File: src/rtl/fifo_wr_arbiter_if.sv
// Write-port arbitration bus: producer request/ack lines plus the sync_fifo write side.
// The master modport is the arbiter; the slave modport is the producers/FIFO environment.
interface fifo_wr_arbiter_if #(
   parameter int unsigned NUM_REQ    = 4,
   parameter int unsigned DATA_WIDTH = 8
);
   localparam int unsigned ID_W = (NUM_REQ > 1) ? $clog2(NUM_REQ) : 1;

   logic [NUM_REQ-1:0]            req;
   logic [NUM_REQ*DATA_WIDTH-1:0] req_data;
   logic                          fifo_full;
   logic [NUM_REQ-1:0]            ack;
   logic                          fifo_wr_en;
   logic [DATA_WIDTH-1:0]         fifo_wr_data;
   logic                          grant_valid;
   logic [ID_W-1:0]               grant_id;

   modport master (
      input  req, req_data, fifo_full,
      output ack, fifo_wr_en, fifo_wr_data, grant_valid, grant_id
   );

   modport slave (
      output req, req_data, fifo_full,
      input  ack, fifo_wr_en, fifo_wr_data, grant_valid, grant_id
   );
endinterface

File: src/rtl/fifo_wr_arbiter.sv
// Round-robin arbiter sharing one sync_fifo write port among NUM_REQ producers,
// granting bounded bursts of up to MAX_BURST words and never writing into a full FIFO.
module fifo_wr_arbiter #(
   parameter int unsigned NUM_REQ    = 4,
   parameter int unsigned DATA_WIDTH = 8,
   parameter int unsigned MAX_BURST  = 4
) (
   input  logic              clk,
   input  logic              rst,
   fifo_wr_arbiter_if.master bus
);
   localparam int unsigned ID_W  = (NUM_REQ > 1) ? $clog2(NUM_REQ) : 1;
   localparam int unsigned CNT_W = (MAX_BURST > 1) ? $clog2(MAX_BURST) : 1;

   typedef enum logic {S_IDLE, S_GRANT} state_e;

   state_e           state_q,     state_d;
   logic [ID_W-1:0]  owner_q,     owner_d;
   logic [CNT_W-1:0] burst_cnt_q, burst_cnt_d;
   logic [ID_W-1:0]  rr_last_q,   rr_last_d;

   logic [ID_W-1:0]  base_c;
   logic [ID_W-1:0]  winner_c;
   logic             found_c;
   int unsigned      idx_c;
   logic             accept_c;
   logic             last_c;
   logic             release_c;

   // Search starts after the last owner; while granted the current owner is that last owner,
   // so it is scanned last and only wins when it is the sole requester.
   always_comb begin : winner_search
      base_c   = (state_q == S_GRANT) ? owner_q : rr_last_q;
      found_c  = 1'b0;
      winner_c = '0;
      idx_c    = 0;
      for (int unsigned k = NUM_REQ; k > 0; k--) begin
         idx_c = 32'(base_c) + k;
         if (idx_c >= NUM_REQ) idx_c = idx_c - NUM_REQ;
         if (bus.req[ID_W'(idx_c)]) begin
            found_c  = 1'b1;
            winner_c = ID_W'(idx_c);
         end
      end
   end

   assign accept_c  = (state_q == S_GRANT) && bus.req[owner_q] && !bus.fifo_full;
   assign last_c    = (burst_cnt_q == CNT_W'(MAX_BURST - 1));
   assign release_c = (state_q == S_GRANT) && ((accept_c && last_c) || !bus.req[owner_q]);

   assign bus.fifo_wr_en   = accept_c;
   assign bus.ack          = accept_c ? (NUM_REQ'(1) << owner_q) : '0;
   assign bus.fifo_wr_data = (state_q == S_GRANT) ?
                             bus.req_data[owner_q*DATA_WIDTH +: DATA_WIDTH] : '0;
   assign bus.grant_valid  = (state_q == S_GRANT);
   assign bus.grant_id     = owner_q;

   always_comb begin : next_state
      state_d     = state_q;
      owner_d     = owner_q;
      burst_cnt_d = burst_cnt_q;
      rr_last_d   = rr_last_q;
      case (state_q)
         S_IDLE: begin
            if (found_c) begin
               state_d     = S_GRANT;
               owner_d     = winner_c;
               burst_cnt_d = '0;
            end
         end
         S_GRANT: begin
            if (release_c) begin
               rr_last_d = owner_q;
               if (found_c) begin
                  owner_d     = winner_c;
                  burst_cnt_d = '0;
               end else begin
                  state_d = S_IDLE;
               end
            end else if (accept_c) begin
               burst_cnt_d = burst_cnt_q + CNT_W'(1);
            end
         end
      endcase
   end

   always_ff @(posedge clk or negedge rst) begin : state_reg
      if (!rst) begin
         state_q     <= S_IDLE;
         owner_q     <= '0;
         burst_cnt_q <= '0;
         rr_last_q   <= ID_W'(NUM_REQ - 1);
      end else begin
         state_q     <= state_d;
         owner_q     <= owner_d;
         burst_cnt_q <= burst_cnt_d;
         rr_last_q   <= rr_last_d;
      end
   end
endmodule
File: src/flat_wrapper.sv
// flat-port wrapper written by rule: the top's interface ports become plain ports
module fifo_wr_arbiter_flat 
#(
   parameter int unsigned NUM_REQ    = 4,
   parameter int unsigned DATA_WIDTH = 8,
   parameter int unsigned MAX_BURST  = 4
)
  (clk, rst, bus_req, bus_req_data, bus_fifo_full, bus_ack, bus_fifo_wr_en, bus_fifo_wr_data, bus_grant_valid, bus_grant_id);
  fifo_wr_arbiter_if #(.NUM_REQ(NUM_REQ), .DATA_WIDTH(DATA_WIDTH)) bus_i ();
  input  logic clk;
  input  logic rst;
  input wire logic [$bits(bus_i.req)-1:0] bus_req;
  input wire logic [$bits(bus_i.req_data)-1:0] bus_req_data;
  input wire logic [$bits(bus_i.fifo_full)-1:0] bus_fifo_full;
  output wire logic [$bits(bus_i.ack)-1:0] bus_ack;
  output wire logic [$bits(bus_i.fifo_wr_en)-1:0] bus_fifo_wr_en;
  output wire logic [$bits(bus_i.fifo_wr_data)-1:0] bus_fifo_wr_data;
  output wire logic [$bits(bus_i.grant_valid)-1:0] bus_grant_valid;
  output wire logic [$bits(bus_i.grant_id)-1:0] bus_grant_id;
  assign bus_i.req = bus_req;
  assign bus_i.req_data = bus_req_data;
  assign bus_i.fifo_full = bus_fifo_full;
  assign bus_ack = bus_i.ack;
  assign bus_fifo_wr_en = bus_i.fifo_wr_en;
  assign bus_fifo_wr_data = bus_i.fifo_wr_data;
  assign bus_grant_valid = bus_i.grant_valid;
  assign bus_grant_id = bus_i.grant_id;
  fifo_wr_arbiter #(.NUM_REQ(NUM_REQ), .DATA_WIDTH(DATA_WIDTH), .MAX_BURST(MAX_BURST)) u_core (.clk(clk), .rst(rst), .bus(bus_i));
endmodule
File: config.mk
export PLATFORM = sky130hd
export DESIGN_NAME = fifo_wr_arbiter_flat
export DESIGN_NICKNAME = d
export VERILOG_FILES = /design/src/rtl/fifo_wr_arbiter_if.sv /design/src/rtl/fifo_wr_arbiter.sv /design/src/flat_wrapper.sv
export SDC_FILE = /design/constraint.sdc
export NUM_CORES = 1
export LEC_CHECK = 0
export ABC_CLOCK_PERIOD_IN_PS = 1600
export CAP_MARGIN = 20
export CORE_MARGIN = 4
export CORE_UTILIZATION = 30
export CTS_CLUSTER_DIAMETER = 30
export CTS_CLUSTER_SIZE = 16
export DETAILED_ROUTE_END_ITERATION = 7
export PLACE_DENSITY_LB_ADDON = 0.1
export SYNTH_ARGS = -nofsm -noshare
export SYNTH_HDL_FRONTEND = slang
export SYNTH_SLANG_ARGS = --single-unit
File: constraint.sdc
create_clock -name clk -period 1.6 [get_ports clk]
set_clock_uncertainty 0.05 [all_clocks]
set_input_delay 0.16 -clock clk [delete_from_list [all_inputs] [get_ports clk]]
set_output_delay 0.16 -clock clk [all_outputs]
set_load 0.005 [all_outputs]
==> metrics, run 1 <==
design area=0.00157 mm^2; clock share of power=slightly below 7%; CTS Buf Count=3; Clock Path Buffers=2; Hold Crit Class=in2async; Seq cells post-synth=7; Power, Total=2360 uW; P_int=about 1600 uW; Die Area=between 0.003 and 0.004 mm^2; Vert. Die Dim=57.9 um; 1st-iter DRT viols=7; largest family of logic cells by synthesized area=multiplexers; Die W=roughly 58 um; Final nets=~180; DRT antenna net count=0; Slew @ Worst Pin=roughly 320 ps; Rows=17; Worst Path Required=between 1000 and 1500 ps; Routed wire per std cell=between 15 and 20 um; Clock transition at path regs=around 50 ps; multiplexer share of the synthesized area=38.3%; Placeable Area=0.00230 mm^2; worst path cell trace=buf_12, buf_6, mux4_2, and2_4, buf_6; most frequent cells in the layout=clkdlybuf4s50_1, buf_4, buf_6, mux4_2, and2_4; drt via density=~5; Tcrit/Tclk final=119%; layout cells sized above 1=a little under half; post-synthesis xor/xnor area fraction=0%; Compound-Gate Fraction of Synth Area=between 10% and 20%; worst skew pair latency=260 ps; TNS Setup=-3890 ps; drt first pass iters=4; H-tree depth reported by CTS=1; top cells by area, synth=dfrtp_1, mux4_2, mux4_1, and2_1, dfstp_2; sw frac=a little under a third; Switch Pwr=approximately 740 uW; sequential share of the synthesized area=approximately a quarter; CP Data Arrival Time=roughly 1700 ps; WS Path Type=reg2out; most common cell after layout, fill and taps aside=clkdlybuf4s50_1; clock root cell=clkbuf_4; CP top delay family=multiplexers; Worst Slack Setup Final=-311 ps; Post-Synthesis Net Count=107; simple-gate share of the synthesized area=between 20 and 25%; RSZ-0062 raised after global routing=true; status=finished with violations; Initial Utilization=32.6%; most frequent CP cell=buf_6; final setup fails=16; Max-cap violations=0; Via Count=around 850; Post-Synth Adder-Cell Area=approximately 1.7%; # port buffers=54; P_leak=a little under 0.0007 uW; Synth area leader=dfrtp_1; Yosys top cell area share=around 17%; worst path buffer plus inverter count=3; Detailed Place HPWL=approximately 1.9 mm; DRC Markers=0; Max Fclk=about 0.52 GHz; Slowest cell on crit path=mux4_2; peak supply drop=0.00118 V; Synth warnings=0; Placed Area=~0.0014 mm^2; gp weighted congestion=a little over 0.8; failing checks=setup timing; antenna violations before repair=0; Antenna Cells=0; Final min period=~1900 ps; Syn Inst Count=67; Avg Synthesized Cell Area=~11 um^2; CP endpoint kind=primary output; final wirelength=between 2 and 3 mm; num ports=55; power density over the cells=~1500 mW/mm^2; Max Slew Vio Count=0; grt total ovfl=0; combinational share of power=78.4%; Hold Violations, Final=0; largest net degree at the start of global routing=16; first-pass GRT wire length=about 4.3 mm; startpoint types=flip-flop; Mapped Area=about 750 um^2; TritonCTS clock tree=yes; Slew HR=between 70% and 80%; CTS Sinks=7; Synth cell types=29; worst stage delay on the critical path=between 500 and 600 ps; maximum fanout along the worst path=5; vias in the first global route=between 900 and 1000; Area Overhead vs Synth=110%; GR Util All Layers=17.2%; Sequential Power Share=about 15%
-- metrics by stage --
stage | setup WS [ps] | utilization [%] | instances | hold WS [ps]
after floorplan | -187 | - | 67 | -186
after global placement | -311 | 61.8 | 157 | 390
after detailed placement | -346 | 61.8 | 157 | 392
after CTS | -304 | 65.2 | 171 | 114
after global routing | -396 | 68.5 | 171 | 125
final | -311 | 68.5 | 171 | 103
-- final cells by class --
cell class | instances | area (um^2)
tap | 28 | 35.0
fill | 207 | 723
clock buffer | 4 | 26.3
sequential | 7 | 178
multi-input combinational | 54 | 579
timing repair buffer | 77 | 752
inverter | 1 | 3.75
-- sequential cells by signal, summed over array words and instances (netlist names) --
register	count
u_core.burst_cnt_q	2
u_core.bus.grant_id	2
u_core.rr_last_q	2
u_core.bus.grant_valid	1
-- cell families (layout without fill, tap and decap cells) --
kind of cell | after synthesis | after routing
flip-flops | 7 | 7
AO/OA/AOI/OAI | 10 | 10
buffers and inverters | 6 | 82
AND/OR/NAND/NOR | 28 | 28
multiplexers | 15 | 15
adder cells (fa/ha/maj) | 1 | 1
-- routing by layer --
metal,GRT usage (%),wire (um),vias up
met5,0,0,-
met2,30.8,1360,36
met1,18.6,937,391
met3,6.01,252,4
met4,5.96,34,0
li1,-,-,414
-- path summary, 6_finish.rpt --
path | startpoint | endpoint | slack (ps) | cells past startpoint
min | rst | u_core.burst_cnt_q[0] | 100 | 1
max | u_core.bus.grant_id[0] | bus_fifo_wr_en | -310 | 5
max in group asynchronous | rst | u_core.rr_last_q[0] | 1120 | 1
min in group clk | u_core.burst_cnt_q[0] | u_core.burst_cnt_q[0] | 440 | 1
max reg2reg | u_core.bus.grant_id[0] | u_core.burst_cnt_q[0] | -300 | 7
min reg2reg | u_core.burst_cnt_q[0] | u_core.burst_cnt_q[0] | 440 | 1
-- cells in the mapped netlist --
cell type / instances
mux2i_1: 2
nor4bb_1: 1
nand2_1: 3
and4_1: 2
buf_6: 1
nor2b_1: 1
a31oi_1: 1
clkbuf_1: 3
dfstp_2: 2
buf_2: 1
nor3_1: 1
nor2_1: 6
inv_1: 1
mux2_2: 3
ha_1: 1
and2_1: 9
o21ai_0: 3
a21boi_0: 1
nand3b_1: 1
mux2_4: 1
nand2b_1: 3
a32o_1: 1
dfrtp_1: 5
and4b_1: 1
a32oi_2: 1
mux4_2: 5
a21oi_1: 2
mux4_1: 4
a221o_1: 1
-- timing repair --
action	4_1_cts	5_1_grt
setup endpoints to repair	19	19
pin swaps	11	1
resized for setup	71	15
gates cloned	0	0
hold buffers	0	0
buffers inserted	10	0
-- worst register-to-register path: cells and delay by family, from the launching register on --
kind | cells | cell delay [ps]
mux | 1 | 530
flops | 1 | 400
buf+inv | 3 | 390
compound gates | 2 | 320
simple gates | 1 | 100
-- power groups by stage --
| stage | combinational [uW] | clock (uW) | sequential (uW) |
|---|---|---|---|
| after floorplan | 754 | 0 | 313 |
| after global placement | 1410 | 0 | 339 |
| after detailed placement | 1440 | 0 | 343 |
| after CTS | 1670 | 169 | 345 |
| after global routing | 1980 | 183 | 358 |
| final | 1850 | 163 | 347 |
Note: power is estimated with default switching activity, not from simulation.
==> run 2: changes to the inputs <==
--- a/config.mk
+++ b/config.mk
@@ -12,7 +12,7 @@
 export CTS_CLUSTER_DIAMETER = 30
 export CTS_CLUSTER_SIZE = 16
 export DETAILED_ROUTE_END_ITERATION = 7
-export PLACE_DENSITY_LB_ADDON = 0.1
+export PLACE_DENSITY = 0.73
 export SYNTH_ARGS = -nofsm -noshare
 export SYNTH_HDL_FRONTEND = slang
 export SYNTH_SLANG_ARGS = --single-unit
==> metrics, run 2 (synthesis results as in run 1) <==
grt met2 use=28.5% (was 30.8%); Slew @ Worst Pin=340 ps (was 315 ps); drt via density=5.22 (was 4.94); worst skew pair latency=250 ps (was 260 ps); Antenna Cells=0 (unchanged); Worst Path Required=1390 ps (about the same); CP endpoint kind=primary output (unchanged); final setup fails=16 (unchanged); clock root cell=clkbuf_4 (unchanged); Slew HR=76.7% (was 78.9%); drt first pass iters=4 (unchanged); Placeable Area=0.00230 mm^2 (unchanged); Power, Total=2520 uW (was 2360 uW); Initial Utilization=32.6% (unchanged); grt total ovfl=0 (unchanged); most frequent cells in the layout=clkdlybuf4s50_1, buf_6, buf_4, mux4_2, and2_4 (was clkdlybuf4s50_1, buf_4, buf_6, mux4_2, and2_4); P_int=1730 uW (was 1620 uW); pre-CTS setup slack=-349 ps (was -346 ps); Max-cap violations=0 (unchanged); CP top delay family=multiplexers (unchanged); Tcrit/Tclk final=122% (was 119%); gp weighted congestion=0.814 (was 0.832); P_leak=0.000713 uW (was 0.000680 uW); vias in the first global route=884 (was 903); design area=0.00161 mm^2 (was 0.00157 mm^2); antenna violations before repair=0 (unchanged); # hold bufs at CTS=0 (unchanged); Hold Violations, Final=0 (unchanged); final std cells w/o fill=175 (was 171); Routed wire per std cell=17.3 um (was 15.1 um); Vert. Die Dim=57.9 um (unchanged); DRC Markers=0 (unchanged); R2R Setup Slk=-340 ps (was -300 ps); 1st-iter DRT viols=23 (was 7); clock share of power=6.5% (was 6.9%); grt met3 use=5.12% (was 6.01%); TritonCTS clock tree=yes (unchanged); Clock transition at path regs=50 ps (about the same); maximum fanout along the worst path=3 (was 5); met1 GRT Util=21.1% (was 18.6%); most frequent CP cell=buf_6 (unchanged); layout cells sized above 1=49.7% (was 46.9%); gr busiest metal=met2 (unchanged); Rows=17 (unchanged); failing checks=setup timing (unchanged); Placed Area=0.00143 mm^2 (was 0.00142 mm^2); Die W=57.9 um (unchanged); Slowest cell on crit path=mux4_2 (unchanged); Die Area=0.00336 mm^2 (unchanged); worst path buffer plus inverter count=3 (unchanged); peak supply drop=0.00104 V (was 0.00118 V); combinational share of power=79.6% (was 78.4%); H-tree depth reported by CTS=1 (unchanged); # fillers=179 (was 207); RSZ-0062 raised after global routing=true (unchanged); CTS Buf Count=3 (unchanged); cell total after placement=160 (was 157); Final min period=1950 ps (was 1910 ps); worst reg2reg startpoint=u_core.bus.grant_id[0] (unchanged); sw frac=31.3% (about the same); Worst Slack Setup Final=-345 ps (was -311 ps); startpoint types=flip-flop (unchanged); Max Fclk=0.514 GHz (was 0.523 GHz); largest net degree at the start of global routing=16 (unchanged); worst path cell trace=buf_6, mux4_2, buf_4, and2_4, buf_6 (was buf_12, buf_6, mux4_2, and2_4, buf_6); Clock Path Buffers=2 (unchanged); Sequential Power Share=13.9% (was 14.7%); R2R Path End=u_core.bus.grant_id[0] (was u_core.burst_cnt_q[0]); Via Count=914 (was 845); WS Path Type=reg2out (unchanged); # port buffers=54 (unchanged); num ports=55 (unchanged); Max Slew Vio Count=0 (unchanged); Hold Crit Class=in2async (unchanged); power density over the cells=1560 mW/mm^2 (was 1500 mW/mm^2); status=finished with violations (unchanged); FF-to-FF path depth=7 (unchanged); DRT antenna net count=0 (unchanged); final wirelength=3.03 mm (was 2.58 mm); CTS Sinks=7 (unchanged); CP Data Arrival Time=1740 ps (was 1700 ps); Final nets=188 (was 184); most common cell after layout, fill and taps aside=clkdlybuf4s50_1 (unchanged); GR Util All Layers=16.8% (was 17.2%); Area Overhead vs Synth=115% (was 110%); Switch Pwr=788 uW (was 738 uW); first-pass GRT wire length=4.35 mm (about the same); Detailed Place HPWL=2.20 mm (was 1.93 mm); worst stage delay on the critical path=530 ps (about the same)
-- run 2: cell count changes in the layout (fill, tap and decap cells not counted), sizes merged --
cell and delta:
dlygate4sd2 -1, buf +3, clkbuf +2
-- run 2: how the worst max path moves through the flow --
| stage | cells past startpoint | slack (ps) | startpoint | end |
|---|---|---|---|---|
| 3_5_place_dp | 4 | -350 | bus_req[3] | bus_fifo_wr_en |
| 2_1_floorplan | 4 | -190 | u_core.bus.grant_id[0] | u_core.bus.grant_id[1] |
| 5_1_grt | 7 | -400 | u_core.bus.grant_id[0] | u_core.burst_cnt_q[0] |
| 4_1_cts | 5 | -330 | u_core.bus.grant_id[0] | bus_fifo_wr_data[1] |
| 6_report | 5 | -350 | u_core.bus.grant_id[0] | bus_fifo_wr_en |
| 3_3_place_gp | 4 | -340 | bus_req[3] | bus_fifo_wr_en |
-- run 2: final cells by class --
type | instances | area (um^2) | area share [%]
repair buffers | 81 | 787 | 48.9
multi-input cells | 54 | 579 | 36.0
flip-flops and latches | 7 | 179 | 11.1
well taps | 28 | 35.0 | 2.18
clock buffers | 4 | 26.3 | 1.63
inverters | 1 | 3.75 | 0.233
-- run 2: per-stage QoR --
step | util [%] | TNS (ps) | hold slack, ps
detailed placement | 62.2 | -4850 | 393
global placement | 62.2 | -4460 | 381
floorplan | - | -644 | -186
finish | 70.1 | -4260 | 120
CTS | 67.8 | -4000 | 123
global route | 70.1 | -5300 | 127
-- run 2: timing repair --
| item | CTS | global route |
|---|---|---|
| buffers inserted | 10 | 2 |
| endpoints found under the setup margin | 19 | 19 |
| pin swaps | 9 | 4 |
| resized for setup | 77 | 17 |
-- run 2: power groups by stage --
stage / Clock (uW) / Sequential (uW) / Combinational (uW)
6_report: 163 / 350 / 2010
5_1_grt: 184 / 362 / 2120
4_1_cts: 167 / 350 / 1820
3_5_place_dp: 0 / 339 / 1460
3_3_place_gp: 0 / 338 / 1430
2_1_floorplan: 0 / 313 / 754
-- run 2: per-layer routing --
metal,routed length [um],share of wire (%)
met1,1220,40
met2,1500,50
met3,310,10
met4,0,0
met5,0,0
==> run 3: changes to the inputs <==
--- a/config.mk
+++ b/config.mk
@@ -7,12 +7,14 @@
 export LEC_CHECK = 0
 export ABC_CLOCK_PERIOD_IN_PS = 1600
 export CAP_MARGIN = 20
+export CELL_PAD_IN_SITES_DETAIL_PLACEMENT = 1
+export CELL_PAD_IN_SITES_GLOBAL_PLACEMENT = 1
 export CORE_MARGIN = 4
-export CORE_UTILIZATION = 30
+export CORE_UTILIZATION = 22
 export CTS_CLUSTER_DIAMETER = 30
 export CTS_CLUSTER_SIZE = 16
 export DETAILED_ROUTE_END_ITERATION = 7
-export PLACE_DENSITY = 0.73
+export PLACE_DENSITY = 0.75
 export SYNTH_ARGS = -nofsm -noshare
 export SYNTH_HDL_FRONTEND = slang
 export SYNTH_SLANG_ARGS = --single-unit
==> metrics, run 3 (synthesis results as in run 1) <==
1st-iter DRT viols=48 (was 23); clock share of power=6.2% (was 6.5%); Initial Utilization=23.7% (was 32.6%); Routed wire per std cell=18.5 um (was 17.3 um); Final min period=1950 ps (about the same); R2R Setup Slk=-350 ps (was -340 ps); combinational share of power=80.3% (was 79.6%); Hold Violations, Final=0 (unchanged); Antenna Cells=0 (unchanged); CP endpoint kind=flip-flop (was primary output); Hold Crit Class=in2async (unchanged); final setup fails=15 (was 16); Slew @ Worst Pin=317 ps (was 340 ps); Placeable Area=0.00315 mm^2 (was 0.00230 mm^2); TritonCTS clock tree=yes (unchanged); DRT antenna net count=0 (unchanged); Worst Slack Setup Final=-349 ps (was -345 ps); largest net degree at the start of global routing=16 (unchanged); P_int=1720 uW (was 1730 uW); Die W=66.3 um (was 57.9 um); # port buffers=54 (unchanged); Sequential Power Share=13.4% (was 13.9%); num ports=55 (unchanged); cell total after placement=176 (was 160); Worst Path Required=1690 ps (was 1390 ps); FF-to-FF path depth=5 (was 7); power density over the cells=1540 mW/mm^2 (was 1560 mW/mm^2); peak supply drop=0.000705 V (was 0.00104 V); Rows=20 (was 17); worst skew pair latency=250 ps (about the same); P_leak=0.000711 uW (was 0.000713 uW); final std cells w/o fill=192 (was 175); clock root cell=clkbuf_4 (unchanged); pre-CTS setup slack=-362 ps (was -349 ps); maximum fanout along the worst path=3 (unchanged); most frequent cells in the layout=clkdlybuf4s50_1, buf_6, buf_4, mux4_2, and2_4 (unchanged); Via Count=918 (was 914); WS Path Type=reg2reg (was reg2out); Max-cap violations=0 (unchanged); worst reg2reg startpoint=u_core.bus.grant_id[0] (unchanged); most common cell after layout, fill and taps aside=clkdlybuf4s50_1 (unchanged); sw frac=32.4% (was 31.3%); layout cells sized above 1=50.0% (was 49.7%); CTS Sinks=7 (unchanged); H-tree depth reported by CTS=1 (unchanged); Area Overhead vs Synth=120% (was 115%); drt first pass iters=3 (was 4); Clock transition at path regs=60 ps (was 50 ps); Clock Path Buffers=2 (unchanged); Slew HR=78.3% (was 76.7%); # fillers=355 (was 179); gp weighted congestion=0.741 (was 0.814); first-pass GRT wire length=5.15 mm (was 4.35 mm); final wirelength=3.55 mm (was 3.03 mm); RSZ-0062 raised after global routing=true (unchanged); CP Data Arrival Time=2030 ps (was 1740 ps); Max Slew Vio Count=0 (unchanged); GR Util All Layers=15.7% (was 16.8%); failing checks=setup timing (unchanged); R2R Path End=u_core.bus.grant_id[1] (was u_core.bus.grant_id[0]); Detailed Place HPWL=2.69 mm (was 2.20 mm); Switch Pwr=824 uW (was 788 uW); drt via density=4.78 (was 5.22); Vert. Die Dim=66.3 um (was 57.9 um); Tcrit/Tclk final=122% (about the same); startpoint types=flip-flop (unchanged); Final nets=189 (was 188); DRC Markers=0 (unchanged); Die Area=0.00440 mm^2 (was 0.00336 mm^2); status=finished with violations (unchanged); grt total ovfl=0 (unchanged); Max Fclk=0.513 GHz (was 0.514 GHz); antenna violations before repair=0 (unchanged); TNS Setup=-4090 ps (was -4260 ps); vias in the first global route=1004 (was 884); CTS Buf Count=3 (unchanged)
==> run 3: through the flow <==
stage                     utilization, %  total power (uW)  area (um^2)  hold WS [ps]
final                               52.3              2550         1650           111
after global routing                52.3              2730         1650           126
after CTS                           49.2              2250         1550           117
after detailed placement            45.6              1810         1440           393
after global placement              45.6              1750         1440           385
after floorplan                        -              1070          748          -186
==> run 3: cell type report <==
type	instances	area, um^2	share of cell area [%]
repair buffers	82	802	48.6
multi-input cells	54	583	35.4
flip-flops and latches	7	178	10.8
well taps	44	55.1	3.34
clock buffers	3	22.5	1.37
clock inverters	1	5.00	0.303
inverters	1	3.75	0.228
==> run 3: what timing repair did <==
item | 4_1_cts | 5_1_grt
hold buffers | 0 | 0
resized for setup | 72 | 23
pin swaps | 11 | 1
endpoints found under the setup margin | 19 | 21
setup buffers | 10 | 2
==> run 3: power by group through the flow <==
stage | Combinational [uW] | Clock [uW] | Sequential, uW
after CTS | 1740 | 166 | 341
after detailed placement | 1470 | 0 | 337
final | 2050 | 158 | 342
after floorplan | 754 | 0 | 313
after global placement | 1420 | 0 | 332
after global routing | 2190 | 180 | 356
==> run 3: layer usage <==
metal / part of all wire, % / GRT usage, %
met5: 0 / 0
met4: 0.90 / 2.28
met3: 9.7 / 6.46
met2: 50 / 29.7
met1: 40 / 16.3
==> run 3: how the worst max path moves through the flow <==
| stage | startpoint | endpoint | slack, ps | cells past startpoint |
|---|---|---|---|---|
| after floorplan | u_core.bus.grant_id[0] | u_core.bus.grant_id[1] | -190 | 4 |
| after global placement | bus_req[3] | bus_fifo_wr_en | -340 | 4 |
| after detailed placement | bus_req[3] | bus_fifo_wr_en | -360 | 4 |
| after CTS | u_core.bus.grant_id[0] | u_core.burst_cnt_q[0] | -360 | 7 |
| after global routing | u_core.bus.grant_id[0] | u_core.burst_cnt_q[0] | -420 | 7 |
| final | u_core.bus.grant_id[0] | u_core.bus.grant_id[1] | -350 | 5 |
==> run 3: critical path, stage by stage, from the launching register on <==
cell and delay (ps):
dfrtp_1 410, buf_6 120, mux4_2 530, buf_6 150, a32oi_4 240, mux2_4 320
